[src/rtl/cbb_reg_pipe.sv]
// cbb_reg_pipe: DEPTH-stage valid/ready pipeline register built from 2-entry skid slices.
// in_ready, out_valid, out_data and count are all driven directly from flops.
//
// state   | meaning
// --------+-------------------------------------------------
// S_EMPTY | slice holds nothing (main_v=0, skid_v=0)
// S_ONE   | main register valid, skid free (main_v=1, skid_v=0)
// S_TWO   | main and skid both valid; slice refuses input (main_v=1, skid_v=1)
module cbb_reg_pipe #(
   parameter int               WIDTH    = 8,
   parameter int               DEPTH    = 2,
   parameter logic [WIDTH-1:0] INIT_VAL = '0,
   parameter int               CNT_W    = $clog2(2*DEPTH+1)
) (
   input  logic             clk,
   input  logic             rst,
   input  logic             flush,
   input  logic             in_valid,
   input  logic [WIDTH-1:0] in_data,
   output logic             in_ready,
   output logic             out_valid,
   output logic [WIDTH-1:0] out_data,
   input  logic             out_ready,
   output logic [CNT_W-1:0] count
);

   typedef enum logic [1:0] {
      S_EMPTY = 2'b00,
      S_ONE   = 2'b10,
      S_TWO   = 2'b11
   } stage_e;

   logic [DEPTH-1:0]       main_v;
   logic [DEPTH-1:0]       skid_v;
   logic [DEPTH*WIDTH-1:0] main_flat;
   logic [CNT_W-1:0]       count_q;
   logic                   in_xfer;
   logic                   out_xfer;

   for (genvar k = 0; k < DEPTH; k++) begin : g_stage
      stage_e           state_q, state_d;
      logic [WIDTH-1:0] main_q, skid_q;
      logic             ld_main, ld_skid, sel_skid;
      logic             up_v, dn_r;
      logic [WIDTH-1:0] up_d;

      if (k == 0) begin : g_first
         assign up_v = in_valid;
         assign up_d = in_data;
      end else begin : g_mid
         assign up_v = main_v[k-1];
         assign up_d = main_flat[(k-1)*WIDTH +: WIDTH];
      end

      if (k == DEPTH-1) begin : g_last
         assign dn_r = out_ready;
      end else begin : g_inner
         assign dn_r = !skid_v[k+1];
      end

      assign main_v[k]                   = (state_q != S_EMPTY);
      assign skid_v[k]                   = (state_q == S_TWO);
      assign main_flat[k*WIDTH +: WIDTH] = main_q;

      always_comb begin
         state_d  = state_q;
         ld_main  = 1'b0;
         ld_skid  = 1'b0;
         sel_skid = 1'b0;
         case (state_q)
            S_EMPTY: begin
               if (up_v) begin
                  ld_main = 1'b1;
                  state_d = S_ONE;
               end
            end
            S_ONE: begin
               if (up_v && dn_r) begin
                  ld_main = 1'b1;
               end else if (up_v) begin
                  ld_skid = 1'b1;
                  state_d = S_TWO;
               end else if (dn_r) begin
                  state_d = S_EMPTY;
               end
            end
            S_TWO: begin
               if (dn_r) begin
                  ld_main  = 1'b1;
                  sel_skid = 1'b1;
                  state_d  = S_ONE;
               end
            end
            default: state_d = S_EMPTY;
         endcase
         // Flush drops every entry but leaves the data registers untouched.
         if (flush) begin
            state_d = S_EMPTY;
            ld_main = 1'b0;
            ld_skid = 1'b0;
         end
      end

      always_ff @(posedge clk or negedge rst) begin
         if (!rst) begin
            state_q <= S_EMPTY;
            main_q  <= INIT_VAL;
            skid_q  <= INIT_VAL;
         end else begin
            state_q <= state_d;
            if (ld_main) main_q <= sel_skid ? skid_q : up_d;
            if (ld_skid) skid_q <= up_d;
         end
      end
   end

   assign in_ready  = !skid_v[0];
   assign out_valid = main_v[DEPTH-1];
   assign out_data  = main_flat[(DEPTH-1)*WIDTH +: WIDTH];
   assign in_xfer   = in_valid && in_ready;
   assign out_xfer  = out_valid && out_ready;
   assign count     = count_q;

   always_ff @(posedge clk or negedge rst) begin
      if (!rst) begin
         count_q <= '0;
      end else if (flush) begin
         count_q <= '0;
      end else begin
         count_q <= count_q + CNT_W'(in_xfer) - CNT_W'(out_xfer);
      end
   end

endmodule

[config.mk]
export PLATFORM = sky130hd
export DESIGN_NAME = cbb_reg_pipe
export DESIGN_NICKNAME = d
export VERILOG_FILES = /design/src/rtl/cbb_reg_pipe.sv
export SDC_FILE = /design/constraint.sdc
export NUM_CORES = 1
export LEC_CHECK = 0
export ABC_AREA = 1
export CAP_MARGIN = 20
export CORE_ASPECT_RATIO = 1.75
export CORE_MARGIN = 2
export CORE_UTILIZATION = 45
export CTS_CLUSTER_DIAMETER = 60
export CTS_CLUSTER_SIZE = 14
export DETAILED_ROUTE_END_ITERATION = 10
export MAX_ROUTING_LAYER = met4
export PLACE_DENSITY = 0.69
export SLEW_MARGIN = 20
export SYNTH_ARGS = -nofsm -noshare
export SYNTH_HDL_FRONTEND = slang
export SYNTH_SLANG_ARGS = --single-unit
[constraint.sdc]
create_clock -name clk -period 2.1 [get_ports clk]
set_input_delay 0.21 -clock clk [delete_from_list [all_inputs] [get_ports clk]]
set_output_delay 0.21 -clock clk [all_outputs]
set_load 0.01 [all_outputs]
==> results of run 1 <==
metrics by stage:
| step | hold WS [ns] | total power (uW) | instances | util (%) | setup slack [ns] |
|---|---|---|---|---|---|
| global placement | 0.3738 | 2184 | 346 | 54.39 | 0.1821 |
| detailed placement | 0.3811 | 2221 | 346 | 54.39 | 0.1199 |
| floorplan | -0.08559 | 1832 | 268 | - | 0.1525 |
| finish | 0.03183 | 2956 | 354 | 57.66 | 0.1904 |
| global route | 0.08866 | 3186 | 354 | 57.66 | 0.02813 |
| CTS | 0.06125 | 2969 | 354 | 57.38 | 0.1087 |
cells by family (layout without fill, tap and decap cells):
group,Yosys count,after routing,share of synthesized area (%)
AND/OR/NAND/NOR,172,172,35.85
flip-flops,39,39,46.68
buffers and inverters,32,67,6.882
AO/OA/AOI/OAI,13,13,3.232
adder cells (fa/ha/maj),11,11,6.942
XOR/XNOR,1,1,0.4190
worst max-delay path by stage:
stage	from	end	slack (ns)	depth (start not counted)
after floorplan	g_stage[0].state_q[0]$_DFFE_PN0P_	count[2]$_DFF_PN0_	0.15	10
after global placement	out_ready	count[2]$_DFF_PN0_	0.18	10
after detailed placement	out_ready	count[2]$_DFF_PN0_	0.12	10
after CTS	g_stage[1].state_q[0]$_DFFE_PN0P_	count[2]$_DFF_PN0_	0.11	10
after global routing	g_stage[0].state_q[0]$_DFFE_PN0P_	count[2]$_DFF_PN0_	0.03	11
final	g_stage[1].state_q[0]$_DFFE_PN0P_	count[2]$_DFF_PN0_	0.19	10
registers in the layout, indices dropped and copies added (netlist names):
signal,cells
count,3
g_stage.skid_q,16
g_stage.state_q,4
out_data,8
g_stage.main_q,8
report_power, final:
part / leakage (uW) / switching, uW / internal, uW
clock network: 0.0000654 / 271 / 475
registers: 0.000492 / 169 / 1010
logic: 0.000850 / 562 / 468
total: 0.00141 / 1000 / 1950
cell usage in the layout, fill, tap and decap left out, types with 3 or more instances in the layout:
cell type          n
ha_1               9
nand2_2            5
inv_1             23
nor2_1            12
clkbuf_8           5
nand3_1           42
dfrtp_1           39
buf_4              9
a21oi_1            4
nand2_1          105
clkdlybuf4s50_1   24
o21ai_0            6
nor2_2             3
final cells by class:
| type | count | share of cell area (%) |
|---|---|---|
| Clock buffer | 6 | 2.832 |
| Clock inverter | 2 | 2.344 |
| Inverter | 25 | 3.662 |
| Multi-Input combinational cell | 197 | 38.38 |
| Sequential cell | 39 | 38.09 |
| Tap cell | 51 | 2.490 |
| Timing Repair Buffer | 34 | 12.21 |
layer usage:
| layer | wire length (um) | track usage [%] | part of all wire [%] | vias to the layer above |
|---|---|---|---|---|
| met1 | 1611 | 16.99 | 40 | 762 |
| li1 | - | - | - | 915 |
| met2 | 2173 | 32.74 | 54 | 30 |
| met4 | 98 | 8.130 | 2.4 | 0 |
| met5 | 0 | - | 0 | - |
| met3 | 118 | 3.444 | 2.9 | 10 |
==> results.sh, run 1 <==
export IMPL_drive_gt1_share_pct=10.23
export IMPL_r2r_slack_ns=0.19
export IMPL_synth_top_cell_area_share_pct=46.68
export IMPL_cts_hold_buffers=0
export IMPL_cts_buffers=5
export IMPL_n_antenna_cell=0
export IMPL_area_growth_pct=22.56
export IMPL_netlist_instances=268
export IMPL_clkLatencyLatePin_ns=0.30
export IMPL_wl_per_cell_um=11.31
export IMPL_r2r_start="g_stage[1].state_q[0]$_DFFE_PN0P_"
export IMPL_die_height_um=94.17
export IMPL_yosysMostFrequentCell="nand2_1"
export IMPL_synthDistinctLibCells=21
export IMPL_critPathKind="flop to flop"
export IMPL_setup_violations=0
export IMPL_dr_pass1_iters=4
export IMPL_cts_root_buf="clkbuf_8"
export IMPL_start_util_pct=47.04
export IMPL_worst_clock_skew_ns=0.002905
export IMPL_final_antenna_net_count=0
export IMPL_post_cts_setup_buffers=0
export IMPL_max_stage_delay_ns=0.42
export IMPL_netlist_area_sq_um=2091
export IMPL_status="completed"
export IMPL_port_buffers=25
export IMPL_yosys_area_top_type="dfrtp_1"
export IMPL_vdd_drop_max_mv=0.6493
export IMPL_min_period_ns=1.910
export IMPL_clock_fmax_mhz=523.7
export IMPL_fillers=420
export IMPL_place_area_sq_um=2417
export IMPL_wl_um=4002
export IMPL_grt_overflow_total=0
export IMPL_cts_sinks=39
export IMPL_cts_resized=0
export IMPL_stdcell_area_sq_um=2562
export IMPL_hold_class="input pin to async pin"
export IMPL_crit_path_end_kind="flop"
export IMPL_finalMaxSlewViolations=0
export IMPL_ys_async_sr_fraction_pct=100.0
export IMPL_post_drt_via_cell_ratio=4.850
export IMPL_antenna_found_initial=0
export IMPL_slew_headroom_pct=40.08
export IMPL_path_max_fanout=4
export IMPL_drt_initial_drc_count=31
export IMPL_setup_tns_ns=0
export IMPL_drc=0
export IMPL_critical_path_arrival_ns=2.10
export IMPL_synth_area_leaders="dfrtp_1, nand2_1, nand3_1"
export IMPL_rsz0062_at_grt="no"
export IMPL_synth_nets=292
export IMPL_first_global_vias=1681
export IMPL_cp_start_kind="flop"
export IMPL_grt_max_degree=40
export IMPL_cts_path_max_buffers=2
export IMPL_cellLeakagePower_uw=0.001408
export IMPL_crit_path_cell_trace="inv_1 > ha_4 > nor2_1 > ha_1 > inv_1 > ha_1 > inv_1 > fa_1 > nor2_1 > nor2_1"
export IMPL_cap_violations=0
export IMPL_synth_main_ff_cell="dfrtp_1"
export IMPL_rr_worst_depth=10
export IMPL_tritoncts="done"
export IMPL_gp_congestion=0.8649
export IMPL_seq_area_sq_um=975.9
export IMPL_power_density_nw_per_um2=1154
export IMPL_track_usage_pct=17.49
export IMPL_clkSlewWorstSetupHoldPaths_ns=0.07
export IMPL_min_period_over_period_pct=90.93
export IMPL_vias=1717
export IMPL_multi_input_area_sq_um=983.4
export IMPL_finalHoldViolCount=0
export IMPL_num_rows=32
export IMPL_die_x_um=55.53
export IMPL_grt_pass1_wl_um=7065
export IMPL_htree_levels=2
export IMPL_ys_seq_area_share_pct=46.68
export IMPL_ios=26
export IMPL_place_hpwl_um=3010
export IMPL_die_area_sq_um=5229
export IMPL_path_buf_inv=3
export IMPL_worst_pin_slew_ns=0.8989
export IMPL_cp_top_family="adder cells"
export IMPL_cp_slowest_cell="dfrtp_1"
export IMPL_r2r_end="count[2]$_DFF_PN0_"
export IMPL_worstPathRequired_ns=2.29
export IMPL_yosysWarnings=0
export IMPL_core_area_sq_um=4444
export IMPL_synth_seq_cells=39
export IMPL_fin_nets=326
export IMPL_synth_edf_count=0
export IMPL_syn_area_per_cell_sq_um=7.801
export IMPL_ys_top_cells_by_count="nand2_1, nand3_1, dfrtp_1"
No activity file was read; power rests on OpenSTA's default activity.
==> run 2, diff against run 1 <==
- ABC_CLOCK_PERIOD_IN_PS: not set -> 2100
- SLEW_MARGIN: 20 -> not set
==> results of run 2 <==
Final layout, timing and power as in run 1 (identical DEF).
